**src/rtl/sprite_draw_arbiter_pkg.sv**
```systemverilog
// sprite_draw_arbiter_pkg: shared FSM encoding, screen/sprite limits and pixel coordinate type.
package sprite_draw_arbiter_pkg;

    localparam logic [2:0] S_IDLE  = 3'd0;
    localparam logic [2:0] S_ARB   = 3'd1;
    localparam logic [2:0] S_SCAN  = 3'd2;
    localparam logic [2:0] S_FLUSH = 3'd3;
    localparam logic [2:0] S_DONE  = 3'd4;

    localparam int SCREEN_W = 160;
    localparam int SCREEN_H = 120;
    localparam int SPR_W    = 20;
    localparam int SPR_H    = 20;

    localparam logic [8:0] TRANSP = 9'h1FF;

    // Untruncated screen coordinate, one bit wider than the VGA port so off-screen sums are visible.
    typedef struct packed {
        logic [8:0] x;
        logic [7:0] y;
    } coord_t;

    function automatic logic on_screen(input coord_t c);
        return c.x < 9'(SCREEN_W) && c.y < 8'(SCREEN_H);
    endfunction

endpackage

```
**src/rtl/sprite_draw_arbiter_rr.sv**
```systemverilog
// rr_arbiter: picks the first requester at or after the pointer, returning one-hot and index forms.
module rr_arbiter #(
    parameter int N  = 4,
    parameter int IW = N > 1 ? $clog2(N) : 1
) (
    input  logic [N-1:0]  i_req,
    input  logic [IW-1:0] i_ptr,
    output logic [N-1:0]  o_gnt,
    output logic [IW-1:0] o_idx
);

    logic [N-1:0] w_rot;

    assign w_rot = N'({i_req, i_req} >> i_ptr);

    always_comb begin
        o_gnt = '0;
        o_idx = '0;
        for (int k = N - 1; k >= 0; k--)
            if (w_rot[k]) begin
                o_gnt = N'(1) << ((int'(i_ptr) + k) % N);
                o_idx = IW'((int'(i_ptr) + k) % N);
            end
    end

endmodule

```
**src/rtl/sprite_draw_arbiter.sv**
```systemverilog
// sprite_draw_arbiter: round-robin grants one requester at a time and streams its sprite from ROM to VGA.
module sprite_draw_arbiter
    import sprite_draw_arbiter_pkg::*;
#(
    parameter int         NUM_REQ     = 4,
    parameter int         SPRITE_W    = SPR_W,
    parameter int         SPRITE_H    = SPR_H,
    parameter logic [8:0] TRANSPARENT = TRANSP
) (
    input  logic                 clk,
    input  logic                 resetn,
    input  logic [NUM_REQ-1:0]   req,
    input  logic [NUM_REQ*8-1:0] req_x,
    input  logic [NUM_REQ*7-1:0] req_y,
    input  logic [NUM_REQ*2-1:0] req_sel,
    output logic [NUM_REQ-1:0]   gnt,
    output logic [NUM_REQ-1:0]   done,
    output logic [1:0]           rom_sel,
    output logic [8:0]           rom_addr,
    input  logic [8:0]           rom_q,
    output logic [7:0]           vga_x,
    output logic [6:0]           vga_y,
    output logic [8:0]           vga_colour,
    output logic                 vga_plot,
    output logic                 busy
);

    localparam int IW = NUM_REQ > 1 ? $clog2(NUM_REQ) : 1;
    localparam int CW = SPRITE_W > 1 ? $clog2(SPRITE_W) : 1;
    localparam int RW = SPRITE_H > 1 ? $clog2(SPRITE_H) : 1;

    logic [2:0]         r_state;
    logic [IW-1:0]      r_ptr, r_win, w_idx;
    logic [NUM_REQ-1:0] r_win_oh, w_onehot;
    logic [7:0]         r_ox;
    logic [6:0]         r_oy;
    logic [CW-1:0]      r_col;
    logic [RW-1:0]      r_row;
    logic               r_v0, r_v1, r_fl;
    coord_t             w_c0, r_c1;
    logic               w_last;

    rr_arbiter #(.N(NUM_REQ), .IW(IW)) u_rr (
        .i_req(req),
        .i_ptr(r_ptr),
        .o_gnt(w_onehot),
        .o_idx(w_idx)
    );

    assign w_c0.x = {1'b0, r_ox} + 9'(r_col);
    assign w_c0.y = {1'b0, r_oy} + 8'(r_row);
    assign w_last = r_col == CW'(SPRITE_W - 1) && r_row == RW'(SPRITE_H - 1);
    assign busy   = r_state != S_IDLE;

    // The winner is frozen on leaving IDLE so a requester dropping req during ARB still gets its draw.
    always_ff @(posedge clk or negedge resetn) begin
        if (!resetn) begin
            r_state    <= S_IDLE;
            r_ptr      <= '0;
            r_win      <= '0;
            r_win_oh   <= '0;
            r_ox       <= '0;
            r_oy       <= '0;
            r_col      <= '0;
            r_row      <= '0;
            r_v0       <= 1'b0;
            r_v1       <= 1'b0;
            r_fl       <= 1'b0;
            r_c1       <= '0;
            gnt        <= '0;
            done       <= '0;
            rom_sel    <= '0;
            rom_addr   <= '0;
            vga_x      <= '0;
            vga_y      <= '0;
            vga_colour <= '0;
            vga_plot   <= 1'b0;
        end else begin
            done     <= '0;
            r_v1     <= r_v0;
            r_c1     <= w_c0;
            vga_plot <= r_v1 && rom_q != TRANSPARENT && on_screen(r_c1);
            if (r_v1) begin
                vga_x      <= r_c1.x[7:0];
                vga_y      <= r_c1.y[6:0];
                vga_colour <= rom_q;
            end
            case (r_state)
                S_IDLE:
                    if (|req) begin
                        r_state  <= S_ARB;
                        r_win    <= w_idx;
                        r_win_oh <= w_onehot;
                    end
                S_ARB: begin
                    r_state  <= S_SCAN;
                    gnt      <= r_win_oh;
                    r_ox     <= req_x[int'(r_win) * 8 +: 8];
                    r_oy     <= req_y[int'(r_win) * 7 +: 7];
                    rom_sel  <= req_sel[int'(r_win) * 2 +: 2];
                    r_col    <= '0;
                    r_row    <= '0;
                    rom_addr <= '0;
                    r_v0     <= 1'b1;
                    r_fl     <= 1'b0;
                end
                S_SCAN:
                    if (w_last) begin
                        r_v0    <= 1'b0;
                        r_state <= S_FLUSH;
                    end else begin
                        rom_addr <= rom_addr + 9'd1;
                        r_col    <= r_col == CW'(SPRITE_W - 1) ? '0 : r_col + 1'b1;
                        r_row    <= r_col == CW'(SPRITE_W - 1) ? r_row + 1'b1 : r_row;
                    end
                S_FLUSH: begin
                    r_fl    <= 1'b1;
                    r_state <= r_fl ? S_DONE : S_FLUSH;
                end
                S_DONE: begin
                    done    <= gnt;
                    gnt     <= '0;
                    r_ptr   <= int'(r_win) == NUM_REQ - 1 ? '0 : r_win + 1'b1;
                    r_state <= S_IDLE;
                end
                default: r_state <= S_IDLE;
            endcase
        end
    end

endmodule

```
**config.mk**
```make
export PLATFORM = sky130hd
export DESIGN_NAME = sprite_draw_arbiter
export DESIGN_NICKNAME = d
export VERILOG_FILES = /design/src/rtl/sprite_draw_arbiter_pkg.sv /design/src/rtl/sprite_draw_arbiter_rr.sv /design/src/rtl/sprite_draw_arbiter.sv
export SDC_FILE = /design/constraint.sdc
export NUM_CORES = 1
export LEC_CHECK = 0
export ABC_CLOCK_PERIOD_IN_PS = 5300
export CAP_MARGIN = 20
export CELL_PAD_IN_SITES_DETAIL_PLACEMENT = 1
export CELL_PAD_IN_SITES_GLOBAL_PLACEMENT = 2
export CORE_ASPECT_RATIO = 1.1
export CORE_MARGIN = 2
export CORE_UTILIZATION = 30
export CTS_CLUSTER_DIAMETER = 120
export DETAILED_ROUTE_END_ITERATION = 12
export GPL_ROUTABILITY_DRIVEN = 0
export PLACE_DENSITY_LB_ADDON = 0.1
export SYNTH_ARGS = -nofsm -noshare
export SYNTH_HDL_FRONTEND = slang
export SYNTH_SLANG_ARGS = --single-unit
```
**constraint.sdc**
```tcl
create_clock -name clk -period 5.3 [get_ports clk]
set_input_delay 1.59 -clock clk [delete_from_list [all_inputs] [get_ports clk]]
set_output_delay 1.59 -clock clk [all_outputs]
set_load 0.02 [all_outputs]
```
# [After elaboration in Yosys (flattened, before gate mapping)]
# Index checks and enable logic that the tools add are counted.
[totals] inputBits=83 n_memories=0 ramBits=0 latchBits=0 out_inout_bits=45 reg_bits=100 mem_bits_ro=0 wordCells=100
[classes] order_cmp=2 n_mux=26 add_sub_neg=9 n_eq_ne=12 n_reduce_logical=18 shift=8 div=0 bitwise_logic=3 mul=1
[op_table] op="left shift 1 x 32 -> 4 bit (first input constant)" n=3
[op_table] op="indexed part select 32 x 6 -> 8 bit" n=1
[op_table] op="indexed part select 28 x 6 -> 7 bit" n=1
[op_table] op="two-way mux 4 bit" n=5
[op_table] op="two-way mux 5 bit" n=4
[op_table] op="case mux 5 bit (2 select lines)" n=2
[op_table] op="case mux 9 bit (2 select lines)" n=1
[op_table] op="case mux 3 bit (4 select lines)" n=1
[op_table] op="adder 5 x 1 -> 5 bit (second input constant)" n=2
[op_table] op="equality test 5 bit (second input constant)" n=2
[op_table] op="two-way mux 2 bit" n=5
[op_table] op="adder 8 x 5 -> 9 bit" n=1
[op_table] op="adder 9 x 1 -> 9 bit (second input constant)" n=1
[op_table] op="less-than comparator 9 x 8 -> 1 bit (second input constant)" n=1
[op_table] op="two-way mux 3 bit" n=3
[op_table] op="two-way mux 9 bit" n=1
[op_table] op="!= test 9 bit (second input constant)" n=1
[op_table] op="adder 7 x 5 -> 8 bit" n=1
[op_table] op="less-than comparator 8 x 7 -> 1 bit (second input constant)" n=1
[op_table] op="!= test 2 bit (second input constant)" n=4
[op_table] op="case mux 4 bit (2 select lines)" n=1
[op_table] op="AND reduction 2 bit" n=4
[op_table] op="indexed part select 8 x 4 -> 2 bit" n=1
[op_table] op=">> shifter 8 x 2 -> 4 bit" n=1
[op_table] op="other kinds (18)" n=31

# [Logic depth before layout (Yosys ltp)]
# Gate-level depths: netlist (run 1).
[logic_depth] word_depth=8 mapped_depth=8 mapped_depth_nobuf=8

# [By module]
# Synthesis (run 1) repeated with hierarchy kept, for this count alone.
[unflattened] cells_unflattened=495 area_unflattened_um2=5531.6
[by_module_without_submodules] mod="sprite_draw_arbiter" seq_area_each_um2=2502.4 cells_per_inst=409 n_inst=1 area_each_um2=4822.1
[by_module_without_submodules] mod="rr_arbiter" seq_area_each_um2=0.0 cells_per_inst=86 n_inst=1 area_each_um2=709.4

# [Worst setup path after synthesis (run 1)]
# Ideal clock, no wire load.
[synth_timing] kind="input to register" from="input req[1]" to="register r_win_oh[0]" setup_time_ns=0.129 path_buffers=1 t_arrival_ns=2.655 setup_slack_ns=2.517 t_required_ns=5.171 path_stages=6 path_cell_list="clkbuf_1 -> mux4_2 -> nand2_1 -> nand2_1 -> a221oi_1 -> o21ai_0"
[synth_via] elab_chain_len=5 word_cells_on_any_way=7 cone_classes="1 x shift; 4 x mux; 2 x reduce/logical"
[synth_lines] item="start: declaration" line_no="sprite_draw_arbiter.sv:12" source="input logic [NUM_REQ-1:0] req,"
[synth_lines] item=">> shifter 8 x 2 -> 4 bit" line_no="sprite_draw_arbiter_rr.sv:14" source="assign w_rot = N'({i_req, i_req} >> i_ptr);"
[synth_lines] item="two-way mux 4 bit (4 in series)" line_no="sprite_draw_arbiter_rr.sv:20" source="if (w_rot[k]) begin"
[synth_lines] item="end signal: assignment" line_no="sprite_draw_arbiter.sv:93" source="r_win_oh <= w_onehot;"
[synth_lines] item="end: declaration" line_no="sprite_draw_arbiter.sv:34" source="logic [NUM_REQ-1:0] r_win_oh, w_onehot;"
# Several ways; a longest one is shown, not always the timed one.
# A chain may end at the register's enable or synchronous reset.

# [Final worst setup path (run 1)]
[layout_timing] from="register r_state[2]" to="output busy"
[layout_via] elab_chain_len=1
[layout_lines] item="start: declaration" line_no="sprite_draw_arbiter.sv:32" source="logic [2:0] r_state;"
[layout_lines] item="start signal: assignment" line_no="sprite_draw_arbiter.sv:118" source="r_state <= r_fl ? S_DONE : S_FLUSH;"
[layout_lines] item="nonzero test 3 bit" line_no="sprite_draw_arbiter.sv:53" source="assign busy = r_state != S_IDLE;"
[layout_lines] item="end: declaration" line_no="sprite_draw_arbiter.sv:25" source="output logic busy"
# Every way passes these cells.

==> results of run 1 <==
-- cells in the final DEF (no fill, tap or decap), drive strengths merged, types with 3 or more instances in the layout --
cell type      count
nand2b             7
xor2              10
nand2             29
nor3b              6
a221oi             5
a22o               4
inv               14
nor2              29
nor2b              4
and3               5
o31ai              3
nor3               3
mux2              44
dfrtp            100
clkbuf            10
a21oi             17
clkdlybuf4s50    126
nand3              5
xnor2             11
o21ai             24
ha                22
mux4              18
buf                5
nand4              5
clkinv             4
-- report_power, final --
part / total, mW / switching [mW] / leakage (nW) / internal (mW)
Clock: 0.666 / 0.287 / 0.153 / 0.379
Sequential: 1.39 / 0.302 / 1.24 / 1.09
Combinational: 1.69 / 0.795 / 1.50 / 0.899
-- path summary, 6_finish.rpt --
kind	from	endpoint	slack (ns)	cells after the start
worst max-delay path	r_state[2]$_DFFE_PN0P_	busy	1.74	2
min in group asynchronous	resetn	vga_colour[7]$_DFFE_PN0P_	1.37	1
worst max register to register	r_col[1]$_DFFE_PN0P_	r_row[0]$_DFFE_PN0P_	3.13	5
max in group asynchronous	resetn	r_row[3]$_DFFE_PN0P_	2.96	2
worst min register to register	r_v0$_DFFE_PN0P_	r_v1$_DFF_PN0_	0.42	0
worst min-delay path	r_v0$_DFFE_PN0P_	r_v1$_DFF_PN0_	0.42	0
-- metal layers --
layer | track usage | vias up | part of all wire | wire length (µm)
met3 | 0.01992 | 12 | 0.040 | 503
met2 | 0.2543 | 92 | 0.51 | 6417
met4 | 0.05659 | 0 | 0.017 | 215
li1 | - | 1786 | - | -
met5 | 0 | - | 0 | 0
met1 | 0.1856 | 1924 | 0.44 | 5517
-- cells by family (layout without fill, tap and decap cells) --
group | count (synthesis) | after routing | share of synthesized area
compound gates | 73 | 73 | 0.09689
xor+xnor | 21 | 21 | 0.03543
mux | 64 | 64 | 0.1774
simple gates | 110 | 110 | 0.1152
fa+ha+maj | 24 | 24 | 0.06074
buf+inv | 34 | 160 | 0.03230
flops | 100 | 100 | 0.4820
-- per-stage QoR --
step,std cells,power (mW),utilization,worst slack [ns],hold WS [ns]
global placement,768,3.065,0.3912,1.845,0.3916
detailed placement,768,3.105,0.3912,1.778,0.4034
CTS,784,3.792,0.4089,1.734,0.4197
global route,786,4.044,0.4117,1.662,0.4473
finish,786,3.748,0.4117,1.744,0.4167
floorplan,426,2.482,-,2.517,0.3738
-- area by class of cell --
class / instances / area (µm²) / area share
clock buffer: 10 / 239.0 / 0.03411
clock inverter: 6 / 62.56 / 0.008930
inverter: 13 / 48.80 / 0.006966
multi-input combinational: 292 / 2529 / 0.3610
sequential: 100 / 2502 / 0.3572
tap: 234 / 292.8 / 0.04179
timing repair buffer: 131 / 1331 / 0.1900
-- worst reg2reg max path, cell delays in order (launching register included) --
cell and delay [ns]:
dfrtp_1 0.46, ha_1 0.24, and4bb_4 0.36, a31oi_4 0.13
nor2_1 0.48, mux2_1 0.38
-- sequential cells by signal (all words and copies together), names as in the netlist, 2 cells and up --
name,flops
done,4
gnt,4
r_c1,17
r_col,5
r_ox,8
r_oy,7
r_ptr,2
r_row,5
r_state,3
r_win,2
r_win_oh,4
rom_addr,9
rom_sel,2
vga_colour,9
vga_x,8
vga_y,7
==> impl_results.md, run 1 <==
- Design area: 7005 µm²
- Core area: 17,020 µm²
- Share of layout cells above drive strength 1: 0.1721
- Nets: 654
- Post-CTS resize count: 0
- HPWL Detailed: 9518 µm
- Worst Setup Path Type: reg -> out
- Status: finished clean
- Worst-path maximum fanout: 19
- Slew Limit Headroom: 0.3812
- CP bufs+invs: 1
- Max Freq: 281.2 MHz
- Clock Pin Slew Worst Setup and Hold Paths: 0.07 ns
- Post-route DRC: 0
- Die Width: 129.4 µm
- Synth Flop Type: dfrtp_1
- CP Capture Type: output pin
- Final Slew Violations: 0
- Max Cap Viol: 0
- Area share of the largest cell type after synthesis: 0.4820
- Clock root buffer master: clkbuf_16
- WL per Instance: 16.10 µm
- FP Rows: 50
- I/O pins: 128
- Slowest cell on the critical path: dfrtp_1
- Placed Area: 6656 µm²
- Worst-Margin Slew: 0.9282 ns
- Grt ovf: 0
- Post-CTS Repair Setup Buffers: 0
- Setup Total Neg Slack: 0 ns
- Number of distinct library cells after synthesis: 60
- Synth top area cells: dfrtp_1 (48%), mux2_2 (9.3%), mux4_2 (7.8%)
- Cell family with most CP delay: flip-flops
- Worst path cell trace: or3_4 -> clkdlybuf4s50_1
- Final Skew: 0.008074 ns
- Pwr Density: 535.0 nW/µm²
- Mapped Cells: 426
- Yosys top cell by area: dfrtp_1
- Overall routing resource usage: 0.1468
- VDD IR max: 0.1622 mV
- Arrival @ worst endpoint: 1.97 ns
- RSZ-0062 raised after global routing: no
- Initial antenna violation count: 0
- Final hold vios: 0
- Layout fillers: 1,839
- Cts hold-fix bufs: 0
- DRT Wirelength: 12,650 µm
- Synth cell count leaders: dfrtp_1 (100), mux2_2 (43), nand2_1 (29), nor2_1 (26), o21ai_0 (24)
- Final setup fails: 0
- Clock insertion delay at the later pin of the skew report: 0.35 ns
- Vias in the first global route: 4,105
- Area grow syn2layout: 34.95%
- Vias: 3,814
- PortBufs: 127
- Starting DRT DRC Count: 125
- Hold WC Path Type: reg -> reg
- Sequential element share of the synthesized area: 0.4820
- Vias per inst: 4.852
- Drt pass-1 iters: 4
- Mean post-synth cell area: 12.19 µm²
- CTS buffer count: 9
- Clk buf depth: 2
- Async S/R FF share, synth: 1.000
- Most frequent cell after synthesis: dfrtp_1
- Synthesized Nets: 533
- H-Tree Depth: 3
- Startpoint types: flop
- Synthesized area: 5191 µm²
- Final period util: 0.6710
- CP peak stage delay: 0.58 ns
- Clock sinks: 100
- Pin count of the biggest net entering global routing: 74
- Remaining antenna violation count: 0
- Leak Pwr: 2.893 nW
- CTS tree: built
- Initial core utilization: 0.3051
- Final worst path period need: 3.556 ns
- First-pass GRT wire length: 21,330 µm
- Die H: 142.0 µm
- Number of synthesized register bits: 100
- Antenna fix cells: 0
- Worst Path Required: 3.71 ns
- Ys Warns: 0
- Die area: 18,370 µm²
- Post-synth EDFFs: 0
Note: power is estimated with default switching activity, not from simulation.
==> run 2: changes to the inputs <==
ABC_CLOCK_PERIOD_IN_PS = 3400   (was 5300)
clock period = 3.4 ns   (was 5.3 ns; I/O delays follow)
==> impl_results.md, run 2 (synthesis gave the netlist of run 1 again) <==
- Status: finished clean
- Design area: 7019 µm² (+0.20%)
- Starting DRT DRC Count: 114 (-8.8%)
- Highest layer used for signal routing: met4
- Hold WC Path Type: reg -> reg
- Fin util: 0.4125 (+0.0008090)
- Die Width: 129.4 µm (unchanged)
- Most frequent cells in the layout: clkdlybuf4s50_1 (126), dfrtp_1 (100), mux2_2 (43)
- Final hold vios: 0 (unchanged)
- RSZ-0062 raised after global routing: no
- Reg2reg setup slack: 1.23 ns (-1.90 ns)
- DRT Wirelength: 12,760 µm (+0.85%)
- Final setup fails: 0 (unchanged)
- R2R depth: 5 (unchanged)
- CP Capture Type: output pin
- Clock sinks: 100 (unchanged)
- Startpoint types: flop
- Multi-input gate area: 2529 µm² (unchanged)
- Arrival @ worst endpoint: 1.87 ns (-0.10 ns)
- Pwr Density: 835.2 nW/µm² (+56%)
- Antenna fix cells: 0 (unchanged)
- Slew Limit Headroom: 0.3475 (-0.03372)
- Final Skew: 0.01017 ns (+0.002096 ns)
- Max Freq: 346.2 MHz
- Crit path from: r_state[1]$_DFFE_PN0P_
- Max Cap Viol: 0 (unchanged)
- Worst-Margin Slew: 0.9788 ns (+0.05058 ns)
- H-Tree Depth: 3 (unchanged)
- Int Power: 3.696 mW (+56%)
- Setup slack at placement: 0.3798 ns (-1.398 ns)
- Leak Pwr: 2.901 nW (+0.26%)
- Clock root buffer master: clkbuf_16
- Final worst path period need: 2.889 ns
- Most common cell after layout, fill and taps aside: clkdlybuf4s50_1
- PortBufs: 127 (unchanged)
- Overall routing resource usage: 0.1467 (about the same)
- Initial antenna violation count: 0 (unchanged)
- Tot Pwr: 5.863 mW (+56%)
- Layout fillers: 1,840 (+0.054%)
- Register Area: 2502 µm² (unchanged)
- Clk buf depth: 2 (unchanged)
- Setup Total Neg Slack: 0 ns (unchanged)
- Sw frac: 0.3696 (about the same)
- Comb pwr share: 0.449 (-0.003)
- Pin count of the biggest net entering global routing: 78 (+5.4%)
- Vias per inst: 4.772 (-1.7%)
- Wire length on met2: 6484 µm (+1.0%)
- First-pass GRT wire length: 21,250 µm (-0.35%)
- M1 wire length: 5599 µm (+1.5%)
- Vias: 3,760 (-1.4%)
- Cts hold-fix bufs: 0 (unchanged)
- Initial core utilization: 0.3051 (unchanged)
- FP Rows: 50 (unchanged)
- Worst Setup Path Type: reg -> out
- Final Slew Violations: 0 (unchanged)
- Drt pass-1 iters: 4 (unchanged)
- VDD IR max: 0.2559 mV (+58%)
- I/O pins: 128 (unchanged)
- Worst-path maximum fanout: 11 (-8)
- Remaining antenna violation count: 0 (unchanged)
- Power share of the clock group: 0.182 (+0.004)
- WL met3: 510 µm (+1.4%)
- WL per Instance: 16.20 µm (+0.60%)
- Number of flip-flops in the largest register: 17 (unchanged)
- Area grow syn2layout: 35.21%
- Final period util: 0.8496
- Final WS setup: 0.5114 ns (-1.232 ns)
- Clock insertion delay at the later pin of the skew report: 0.35 ns (about the same)
- Core area: 17,020 µm² (unchanged)
- Post-CTS resize count: 0 (unchanged)
- Worst Setup EP: busy
- WHS: 0.4109 ns (-0.005774 ns)
- Clock Pin Slew Worst Setup and Hold Paths: 0.07 ns (about the same)
- Placed Area: 6706 µm² (+0.75%)
- CTS tree: built
- Worst reg2reg startpoint: r_state[2]$_DFFE_PN0P_
- Most flops, register: r_c1
- Vias in the first global route: 4,105 (unchanged)
- P_sw: 2.167 mW (+57%)
- Post-route DRC: 0 (unchanged)
- Post-CTS Repair Setup Buffers: 0 (unchanged)
- Worst Path Required: 2.38 ns (-1.33 ns)
- Capturing point of the worst reg2reg path: r_oy[3]$_DFFE_PN0P_
- Largest regs: r_c1 x17, rom_addr x9, vga_colour x9
- Share of layout cells above drive strength 1: 0.1733 (+0.001184)
- DP Cell Count: 772 (+0.52%)
- Part of the power in registers: 0.369 (about the same)
- Nets: 656 (+0.31%)
- Die area: 18,370 µm² (unchanged)
- Die H: 142.0 µm (unchanged)
- Grt ovf: 0 (unchanged)
- HPWL Detailed: 9688 µm (+1.8%)
- CTS buffer count: 9 (unchanged)
- Final std cells w/o fill: 788 (+0.25%)
==> run 2: cell count changes in the layout (fill, tap and decap cells not counted), sizes merged <==
cell    delta
clkbuf     +2
buf        +2
clkinv     -2
==> run 2: layout make-up <==
type | count | share of cell area
clock inverters | 4 | 0.008021
well taps | 234 | 0.04171
flip-flops and latches | 100 | 0.3565
multi-input cells | 292 | 0.3603
repair buffers | 133 | 0.1900
inverters | 13 | 0.006952
clock buffers | 12 | 0.03654
==> run 2: worst max-delay path, stage by stage, from the launching register on <==
cell	delay [ns]
dfrtp_1	0.52
or3_4	0.45
clkdlybuf4s50_1	0.55
==> run 2: worst min-delay path by stage <==
stage	slack (ns)	depth (start not counted)	end	startpoint
2_1_floorplan	0.37	0	r_v1$_DFF_PN0_	r_v0$_DFFE_PN0P_
6_report	0.41	0	r_v1$_DFF_PN0_	r_v0$_DFFE_PN0P_
3_5_place_dp	0.40	0	r_v1$_DFF_PN0_	r_v0$_DFFE_PN0P_
3_3_place_gp	0.39	0	r_v1$_DFF_PN0_	r_v0$_DFFE_PN0P_
4_1_cts	0.42	0	r_v1$_DFF_PN0_	r_v0$_DFFE_PN0P_
5_1_grt	0.43	0	r_v1$_DFF_PN0_	r_v0$_DFFE_PN0P_
==> run 2: routing by layer <==
metal	up-vias	track usage
met4	0	0.04754
li1	1790	-
met5	-	0
met2	85	0.2554
met3	9	0.02293
met1	1876	0.1863
==> run 2: power by group through the flow <==
stage                     sequential [mW]  clock (mW)  combinational (mW)
final                                2.17        1.06                2.63
after global routing                 2.26        1.15                2.93
after CTS                            2.18        1.10                2.70
after detailed placement             2.21           0                2.69
after global placement               2.21           0                2.59
after floorplan                      2.22           0                1.65
